**src/rtl/shift_reg_ctrl.sv**
```systemverilog
// Purpose : parallel-to-serial shift controller; accepts a WIDTH-bit word and
//           streams it out one bit per cycle, LSB or MSB first.
// Latency : first bit valid the cycle after accept; done pulses one cycle after
//           the last bit; ready again one cycle after done (WIDTH+2 per word).
// Backpressure: load_ready is low while a word is in flight; hold freezes the
//           stream for as many cycles as it stays high (sout_valid drops meanwhile).
//
// Ports:
//   clk, rst          clock and synchronous active-high reset
//   load_valid/_ready parallel word handshake, load_data is the word
//   hold              stall request, only meaningful while shifting
//   sout, sout_valid  serial bit and its qualifier
//   busy, done        transfer in progress / one-cycle end-of-word pulse
module shift_reg_ctrl #(
    parameter int unsigned WIDTH     = 8,
    parameter bit          MSB_FIRST = 1'b0
) (
    input  logic             clk,
    input  logic             rst,
    input  logic             load_valid,
    input  logic [WIDTH-1:0] load_data,
    output logic             load_ready,
    input  logic             hold,
    output logic             sout,
    output logic             sout_valid,
    output logic             busy,
    output logic             done
);

    localparam int CW = $clog2(WIDTH + 1);

    typedef enum logic [1:0] {
        ST_IDLE  = 2'd0,
        ST_SHIFT = 2'd1,
        ST_DONE  = 2'd2
    } state_e;

    state_e           state_q, state_d;
    logic [WIDTH-1:0] shreg_q, shreg_d;
    logic [CW-1:0]    count_q, count_d;

    // Bit presented at the output end of the register.
    logic             out_bit;
    // Register after one shift toward the output end, zero filled.
    logic [WIDTH-1:0] shreg_shifted;

    always_comb begin
        if (MSB_FIRST) begin
            out_bit       = shreg_q[WIDTH-1];
            shreg_shifted = {shreg_q[WIDTH-2:0], 1'b0};
        end else begin
            out_bit       = shreg_q[0];
            shreg_shifted = {1'b0, shreg_q[WIDTH-1:1]};
        end
    end

    always_ff @(posedge clk) begin
        if (rst) begin
            state_q <= ST_IDLE;
            shreg_q <= '0;
            count_q <= '0;
        end else begin
            state_q <= state_d;
            shreg_q <= shreg_d;
            count_q <= count_d;
        end
    end

    always_comb begin
        state_d    = state_q;
        shreg_d    = shreg_q;
        count_d    = count_q;
        load_ready = 1'b0;
        sout       = 1'b0;
        sout_valid = 1'b0;
        busy       = 1'b0;
        done       = 1'b0;

        case (state_q)
            ST_IDLE: begin
                load_ready = 1'b1;
                if (load_valid) begin
                    shreg_d = load_data;
                    count_d = CW'(WIDTH);
                    state_d = ST_SHIFT;
                end
            end

            ST_SHIFT: begin
                busy       = 1'b1;
                // sout stays driven while held so the line does not glitch;
                // only the qualifier drops.
                sout       = out_bit;
                sout_valid = ~hold;
                if (!hold) begin
                    shreg_d = shreg_shifted;
                    count_d = count_q - CW'(1);
                    if (count_q == CW'(1)) begin
                        state_d = ST_DONE;
                    end
                end
            end

            ST_DONE: begin
                busy    = 1'b1;
                done    = 1'b1;
                state_d = ST_IDLE;
            end

            default: begin
                state_d = ST_IDLE;
            end
        endcase
    end

endmodule

```
**config.mk**
```make
export PLATFORM = sky130hd
export DESIGN_NAME = shift_reg_ctrl
export DESIGN_NICKNAME = d
export VERILOG_FILES = /design/src/rtl/shift_reg_ctrl.sv
export SDC_FILE = /design/constraint.sdc
export NUM_CORES = 1
export LEC_CHECK = 0
export BUFFER_PORTS_ARGS = -buffer_cell sky130_fd_sc_hd__buf_2
export CAP_MARGIN = 25
export CORE_UTILIZATION = 30
export DETAILED_ROUTE_END_ITERATION = 16
export PLACE_DENSITY = 0.57
export SLEW_MARGIN = 10
export SYNTH_ARGS = -nofsm -noshare
export SYNTH_HDL_FRONTEND = slang
export SYNTH_SLANG_ARGS = --single-unit
```
**constraint.sdc**
```tcl
create_clock -name clk -period 1.9 [get_ports clk]
set_input_delay 0.095 -clock clk [delete_from_list [all_inputs] [get_ports clk]]
set_output_delay 0.095 -clock clk [all_outputs]
set_load 0.02 [all_outputs]
```
# Word-level counts from Yosys, hierarchy flattened
# Index checks and enable logic that the tools add are counted.
[word_totals]
register_bits = 14
input_bits = 12
out_inout_bits = 5
[op_classes]
n_addsub = 1
eq_ne = 6
muxes = 15
bitwise_logic = 1
n_reduce_logical = 5
[op_table]
columns = ["op", "count"]
rows = [
  ["8-bit two-way mux", 2],
  ["8-bit case mux with 2 select lines", 1],
  ["4-bit two-way mux", 2],
  ["4-bit case mux with 2 select lines", 1],
  ["2-bit two-way mux", 3],
  ["2-bit != test, second input constant", 3],
  ["3-bit AND reduction", 2],
  ["1-bit two-way mux", 5],
  ["4-bit by 1-bit == test with 1-bit output, second input constant", 1],
  ["2-bit case mux with 2 select lines", 1],
  ["4-bit by 1-bit subtractor with 4-bit output, second input constant", 1],
  ["2-bit by 1-bit == test with 1-bit output, second input constant", 1],
  ["2-bit == test, second input constant", 1],
  ["2-bit logical NOT", 1],
  ["2-bit nonzero test", 1],
  ["2-bit OR reduction", 1],
  ["1-bit NOT", 1],
]

# Longest topological paths before layout
# Gate-level depths: netlist of the first run.
[logic_depth]
ltp_word = 4
depth_mapped = 7
mapped_depth_nobuf = 5

# Worst setup path before layout of the first run
# OpenSTA, ideal clock, no wires.
[synth_path]
path_kind = "reg-to-reg"
from = "reg state_q[0]"
to = "reg shreg_q[1]"
setup_ns = 0.132
arrival_time_ns = 1.429
setup_slack_ns = 0.339
path_stages_with_launch = 7
path_buffers = 1
period_less_slack_ns = 1.561
path_cell_list = "dfxtp_1 -> inv_1 -> ha_1 -> nor2b_1 -> buf_2 -> nor4_1 -> nor3_1"
[synth_between]
elab_chain_cells = 3
word_cells_on_any_way = 7
[synth_rtl]
columns = ["element", "line", "text"]
rows = [
  ["from (decl)", "38", "state_e state_q, state_d;"],
  ["from (signal assigned)", "63", "state_q <= state_d;"],
  ["2-bit by 1-bit == test with 1-bit output or 2-bit logical NOT (tied branches)", "79", "case (state_q)"],
  ["2-bit != test (no source line) or 2-bit nonzero test (tied branches)", "n/a", ""],
  ["3-bit AND reduction (no source line)", "n/a", ""],
  ["to (signal assigned)", "64", "shreg_q <= shreg_d;"],
  ["to (decl)", "39", "logic [WIDTH-1:0] shreg_q, shreg_d;"],
]
# Parallel ways exist; a longest one is shown, timed or not.
# A chain may end at the register's enable or synchronous reset.

# Worst setup path after layout of the first run
[layout_path]
from = "reg state_q[1]"
to = "reg count_q[3]"
[layout_between]
elab_chain_cells = 3
word_cells_on_any_way = 7
[layout_rtl]
columns = ["element", "line", "text"]
rows = [
  ["2-bit by 1-bit == test with 1-bit output or 2-bit logical NOT (tied branches)", "79", ""],
  ["2-bit != test (no source line) or 2-bit nonzero test (tied branches)", "n/a", ""],
  ["3-bit AND reduction (no source line)", "n/a", ""],
  ["to (signal assigned)", "65", "count_q <= count_d;"],
  ["to (decl)", "40", "logic [CW-1:0] count_q, count_d;"],
]
# Parallel ways exist; a longest one is shown, timed or not.

==> PnR_summary.wiki, run 1 <==
{| class="wikitable"
! Metric !! Value
|-
| Top-level I/O count || 17
|-
| Share of cells above drive strength 1 || just under 30%
|-
| Worst hold slack across all endpoints || around 0.084 ns
|-
| Final Hold Viols || 0
|-
| Arr. time, crit path || roughly 1.9 ns
|-
| Post-Route Setup TNS || 0 ns
|-
| Final critical-path share of the clock period || between 80% and 90%
|-
| Fraction of the mapped netlist area in simple logic gates || around a quarter
|-
| Detail-routed net length per standard cell || around 14 um
|-
| First-iteration detailed-routing DRC count || 25
|-
| Critical path endpoint category || flip-flop
|-
| Critical path launch point type || flip-flop
|-
| Nets || between 100 and 150
|-
| Mux cell area share after synthesis || 11.6%
|-
| CP top delay family || compound AO/OA/AOI/OAI gates
|-
| Final Cell Area || a little over 0.001 mm2
|-
| Cell count after synthesis || between 90 and 100
|-
| Effective utilization at floorplan || about a third
|-
| Outcome || completed
|-
| Clock tree from TritonCTS || built
|-
| Net Count, Synth || 115
|-
| Xor/xnor cell area share of the yosys netlist || 0%
|-
| Most common cell after layout, fill and taps aside || sky130_fd_sc_hd__buf_2
|-
| Maximum number of pins on one net before global-route repair || 22
|-
| Most used DFF post-synth || sky130_fd_sc_hd__dfxtp_1
|-
| Number of maximum-capacitance constraint violations || 0
|-
| Leakage power of the design || 0.446 nW
|-
| Clock latency at the later pin of the worst-skew pair || between 0.2 and 0.3 ns
|-
| Buffers plus inverters on the worst setup path || 2
|-
| Final setup skew || ~0.0068 ns
|-
| PortBufs || 16
|-
| Area after DPL || 993 um2
|-
| Fraction of the mapped netlist area in adder cells || about 9%
|-
| Cts hold-fix bufs || 0
|-
| Endpoints failing setup || 0
|-
| Synth warnings || 0
|-
| WP data required || about 2.1 ns
|-
| Fraction of the mapped netlist area in compound gates || between 10% and 20%
|-
| Filler Cell Count || between 200 and 300
|-
| Full die area || between 0.003 and 0.004 mm2
|-
| Aggregate routed wire length || around 2000 um
|-
| Number of placement rows || 18
|-
| Critical-path top delay cell || sky130_fd_sc_hd__dfxtp_1
|-
| Sequential cell area fraction in the yosys report || 32.9%
|-
| Total standard cell area after synthesis || 852 um2
|-
| Power density over cell area || roughly 990 mW/mm2
|-
| Router iterations before antenna repair || 4
|-
| Remaining number of nets flagged by the antenna check after routing || 0
|-
| Post-route DRC || 0
|-
| Worst slew margin || around two thirds
|-
| Main combinational cell family by area after synthesis || simple AND/OR/NAND/NOR gates
|-
| Top fanout value on the critical path || 21
|-
| Post-CTS Resized || 0
|-
| Worst-case vdd ir drop || approximately 470 uV
|-
| Detailed placer's ending HPWL || between 1000 and 1500 um
|-
| Most used cells in the layout excluding fill and tap cells || sky130_fd_sc_hd__buf_2, sky130_fd_sc_hd__dfxtp_1, sky130_fd_sc_hd__a31oi_1
|-
| Number of global-route vias before repair || 790
|-
| Type of the most critical hold path || input pin to flip-flop
|-
| Avg Cell Area, Syn || between 8 and 9 um2
|-
| Ratio of routed vias to standard cells || around 5.5
|-
| Routability Congestion || 0.727
|-
| Clock slew at reported path FFs || roughly 0.1 ns
|-
| Clock buffers created by TritonCTS || 3
|-
| Leftover overflow at the end of global routing || 0
|-
| Time the final worst path needs with I/O delays and setup || approximately 1.7 ns
|-
| Die W || 55.3 um
|-
| Unrepaired setup endpoints after global routing || no
|-
| Global-route wire length before repair || 3570 um
|-
| Proportion of synthesized flip-flops having asynchronous set or reset || 0%
|-
| Number of max-slew violations in the final report || 0
|-
| Number of setup buffers added after CTS || 0
|-
| Series of cell instances along the critical path || inv_1, ha_1, buf_12, and2_1, o41ai_1, a31oi_1
|-
| Overall fraction of global-route tracks in use || roughly 15%
|-
| Initial antenna violation count || 0
|-
| Buffers from clock root to sink, at most || 2
|-
| Number of sinks on the clock net || 14
|-
| Total number of vias || between 700 and 800
|-
| Area delta synth->final || 21.1%
|-
| Max stage delay on crit path || ~0.37 ns
|-
| Area of the placeable core || 0.00259 mm2
|-
| Critical path type || flip-flop to flip-flop
|-
| Diode insertion count for antenna repair || 0
|-
| Die boundary height || approximately 55 um
|-
| Highest attainable clock frequency || just under 0.6 GHz
|-
| Buffer cell driving the clock tree root || sky130_fd_sc_hd__clkbuf_4
|-
| Number of enable flip-flop cells after synthesis || 0
|-
| Register bit count reported by yosys || 14
|-
| Worst slew pin tran || 0.503 ns
|-
| Maximum level of the CTS H-tree || 1
|-
| Synth unique cells || 29
|}
==> cell type report <==
class / instances / area (um2) / share of cell area, %
clock buffers: 4 / 36.3 / 3.52
inverters: 6 / 22.5 / 2.18
repair buffers: 22 / 138 / 13.3
flip-flops and latches: 14 / 280 / 27.2
multi-input cells: 69 / 518 / 50.2
well taps: 30 / 37.5 / 3.64
==> power breakdown <==
group	leakage, nW	internal [mW]	switching [mW]
logic	0.310	0.194	0.220
clock network	0.0210	0.117	0.108
registers	0.116	0.352	0.0347
==> per-layer routing <==
layer / wire length, um / share of wire (%) / vias up / track usage [%]
met5: 0 / 0 / - / 0
met4: 14 / 0.71 / 0 / 4.29
met3: 103 / 5.2 / 2 / 4.68
met2: 901 / 46 / 19 / 23.4
met1: 958 / 48 / 375 / 18.5
li1: - / - / 397 / -
==> path summary, 6_finish.rpt <==
| check | from | to | slack [ns] | cells after the start |
|---|---|---|---|---|
| max | state_q[1]$_SDFFE_PP0P_ | count_q[3]$_SDFFE_PP0P_ | 0.21 | 6 |
| min | load_data[7] | shreg_q[7]$_SDFFE_PP0P_ | 0.08 | 3 |
| max reg2reg | state_q[1]$_SDFFE_PP0P_ | count_q[3]$_SDFFE_PP0P_ | 0.21 | 6 |
| min reg2reg | shreg_q[7]$_SDFFE_PP0P_ | shreg_q[7]$_SDFFE_PP0P_ | 0.49 | 2 |
==> flip-flops by register name, indices dropped and copies added, names as in the netlist <==
register  cells
state_q       2
count_q       4
shreg_q       8
==> cell usage after synthesis (3+ instances only) <==
cell / n / area, um2
sky130_fd_sc_hd__a21oi_1: 4 / 20.0
sky130_fd_sc_hd__a31oi_1: 8 / 50.1
sky130_fd_sc_hd__buf_2: 3 / 15.0
sky130_fd_sc_hd__clkbuf_1: 5 / 18.8
sky130_fd_sc_hd__dfxtp_1: 14 / 280
sky130_fd_sc_hd__ha_1: 6 / 75.1
sky130_fd_sc_hd__inv_1: 6 / 22.5
sky130_fd_sc_hd__mux2_2: 7 / 78.8
sky130_fd_sc_hd__nand2_1: 3 / 11.3
sky130_fd_sc_hd__nand2b_1: 3 / 18.8
sky130_fd_sc_hd__nor3_1: 7 / 35.0
sky130_fd_sc_hd__nor4_1: 7 / 43.8
sky130_fd_sc_hd__o31ai_1: 3 / 22.5
==> metrics by stage <==
step	total power [mW]	setup WS, ns	std cells	util (%)
final	1.03	0.212	145	39.9
after global routing	1.10	0.113	145	39.9
after CTS	1.03	0.161	145	39.8
after detailed placement	0.806	0.181	141	38.4
after global placement	0.798	0.263	141	38.4
after floorplan	0.689	0.339	97	-
==> worst register-to-register path: stages (launching register included) <==
cell	delay [ns]
sky130_fd_sc_hd__dfxtp_1	0.37
sky130_fd_sc_hd__inv_1	0.09
sky130_fd_sc_hd__ha_1	0.22
sky130_fd_sc_hd__buf_12	0.16
sky130_fd_sc_hd__and2_1	0.27
sky130_fd_sc_hd__o41ai_1	0.35
sky130_fd_sc_hd__a31oi_1	0.12
==> cells by family (layout without fill, tap and decap cells) <==
group / Yosys count / in the layout
multiplexers: 9 / 9
adder cells (fa/ha/maj): 6 / 6
AND/OR/NAND/NOR: 34 / 34
buffers and inverters: 14 / 32
flip-flops: 14 / 14
AO/OA/AOI/OAI: 20 / 20
Note: power is estimated with default switching activity, not from simulation.
==> run 2, diff against run 1 <==
PLACE_DENSITY = default   (was 0.57)
==> PnR_summary.wiki, run 2 (synthesis gave the netlist of run 1 again) <==
{| class="wikitable"
! Metric !! Value
|-
| Outcome || completed
|-
| Final Cell Area || about 0.0010 mm2
|-
| Number of maximum-capacitance constraint violations || 0
|-
| Buffers from clock root to sink, at most || 2
|-
| Post-Route Setup TNS || 0 ns
|-
| Filler Cell Count || about 260
|-
| Critical path type || flip-flop to flip-flop
|-
| Total number of vias || a little under 800
|-
| Top fanout value on the critical path || 21
|-
| Area of the placeable core || between 0.002 and 0.003 mm2
|-
| Die boundary height || approximately 55 um
|-
| Leakage power of the design || between 0.4 and 0.5 nW
|-
| Setup slack of the critical path after layout || roughly 0.23 ns
|-
| Post-layout instance count excluding filler cells || about 140
|-
| Hold path start || load_data[7]
|-
| Worst slew pin tran || about 0.5 ns
|-
| Routability Congestion || roughly 0.74
|-
| Placed instance count || about 140
|-
| First-iteration detailed-routing DRC count || 27
|-
| Time the final worst path needs with I/O delays and setup || 1.67 ns
|-
| Router iterations before antenna repair || 4
|-
| Nets || around 130
|-
| Worst slew margin || between 60% and 70%
|-
| Origin of the critical flop-to-flop path || state_q[1]$_SDFFE_PP0P_
|-
| Worst-case vdd ir drop || 398 uV
|-
| Detailed placer's ending HPWL || 1400 um
|-
| Die W || 55.3 um
|-
| Full die area || 0.00306 mm2
|-
| WP data required || about 2.1 ns
|-
| Number of max-slew violations in the final report || 0
|-
| Clock buffers created by TritonCTS || 3
|-
| Initial antenna violation count || 0
|-
| Final setup skew || approximately 0.00065 ns
|-
| Number of flip-flops in the largest register || 8
|-
| Highest attainable clock frequency || ~0.6 GHz
|-
| Arr. time, crit path || 1.84 ns
|-
| Series of cell instances along the critical path || inv_1, ha_1, buf_12, and2_1, o41ai_1, a31oi_1
|-
| Most used cells in the layout excluding fill and tap cells || sky130_fd_sc_hd__buf_2, sky130_fd_sc_hd__dfxtp_1, sky130_fd_sc_hd__a31oi_1
|-
| PortBufs || 16
|-
| Overall fraction of global-route tracks in use || about 14%
|-
| Maximum level of the CTS H-tree || 1
|-
| Leftover overflow at the end of global routing || 0
|-
| Diode insertion count for antenna repair || 0
|-
| CP startpoint || state_q[1]$_SDFFE_PP0P_
|-
| Register with the most flip-flops || shreg_q
|-
| Area after DPL || 971 um2
|-
| Unrepaired setup endpoints after global routing || no
|-
| Largest regs || shreg_q (8), count_q (4), state_q (2)
|-
| Critical path launch point type || flip-flop
|-
| Endpoints failing setup || 0
|-
| Type of the most critical hold path || input pin to flip-flop
|-
| Maximum number of pins on one net before global-route repair || 22
|-
| Share of cells above drive strength 1 || between 20% and 30%
|-
| CP top delay family || compound AO/OA/AOI/OAI gates
|-
| Buffers plus inverters on the worst setup path || 2
|-
| Setup slack at placement || 0.168 ns
|-
| Final critical-path share of the clock period || between 80 and 90%
|-
| Aggregate routed wire length || 2000 um
|-
| Critical-path top delay cell || sky130_fd_sc_hd__dfxtp_1
|-
| Max stage delay on crit path || ~0.36 ns
|-
| Clock latency at the later pin of the worst-skew pair || approximately 0.29 ns
|-
| Clock tree from TritonCTS || built
|-
| Buffer cell driving the clock tree root || sky130_fd_sc_hd__clkbuf_4
|-
| Ratio of routed vias to standard cells || between 5 and 6
|-
| Cts hold-fix bufs || 0
|-
| Most common cell after layout, fill and taps aside || sky130_fd_sc_hd__buf_2
|-
| Remaining number of nets flagged by the antenna check after routing || 0
|-
| Top-level I/O count || 17
|-
| Clock slew at reported path FFs || ~0.090 ns
|-
| Area delta synth->final || 18.5%
|-
| Post-route DRC || 0
|-
| Detail-routed net length per standard cell || ~14 um
|-
| Number of global-route vias before repair || 759
|-
| Global-route wire length before repair || 3460 um
|-
| Number of placement rows || 18
|-
| Final Hold Viols || 0
|-
| Critical path endpoint category || flip-flop
|-
| Power density over cell area || slightly above 1000 mW/mm2
|-
| Effective utilization at floorplan || between 30% and 40%
|-
| Number of sinks on the clock net || 14
|}
## run 2: cell count changes in the layout (fill, tap and decap cells not counted), sizes merged
cell / previous run / this run
buf: 22 / 19
## run 2: final cells by class
cell class | count | area, um2 | share of cell area, %
repair buffers | 19 | 115 | 11.4
well taps | 30 | 37.5 | 3.72
multi-input cells | 69 | 518 | 51.3
flip-flops and latches | 14 | 280 | 27.8
inverters | 6 | 22.5 | 2.23
clock buffers | 4 | 36.3 | 3.59
## run 2: stage by stage
step	utilization, %	power, mW	hold slack (ns)
floorplan	-	0.689	0.174
global placement	37.5	0.784	0.390
detailed placement	37.5	0.796	0.392
CTS	38.9	1.02	0.0795
global route	39.0	1.09	0.0881
finish	39.0	1.02	0.0853
## run 2: path summary, 6_finish.rpt
path | end | slack [ns] | cells after the start
min | shreg_q[7]$_SDFFE_PP0P_ | 0.09 | 3
min reg2reg | shreg_q[7]$_SDFFE_PP0P_ | 0.47 | 2
max reg2reg | count_q[3]$_SDFFE_PP0P_ | 0.23 | 6
max | count_q[3]$_SDFFE_PP0P_ | 0.23 | 6
## run 2: repair_timing
item | in CTS | in global routing
endpoints found under the setup margin | 0 | 9
hold endpoints to repair | 0 | 0
setup buffers | 0 | 0
gates resized for setup | 0 | 1
## run 2: tightest hold or removal path: cells and delay by family
family | cells | cell delay (ns)
and+or+nand+nor | 1 | 0.08
buffers and inverters | 1 | 0.10
AOI/OAI and AO/OA | 1 | 0.05
## run 2: metal layers
| metal | global-route usage (%) | wire (um) | vias up |
|---|---|---|---|
| met5 | 0 | 0 | - |
| met4 | 7.14 | 39 | 0 |
| li1 | - | - | 389 |
| met1 | 18.4 | 939 | 362 |
| met2 | 22.5 | 978 | 14 |
| met3 | 2.11 | 46 | 5 |
## run 2: report_power, final
part           switching (mW)  leakage (nW)  internal (mW)  total [mW]
registers              0.0340         0.116          0.352       0.386
clock network           0.109        0.0210          0.117       0.226
logic                   0.221         0.296          0.184       0.404
total                   0.364         0.433          0.652        1.02
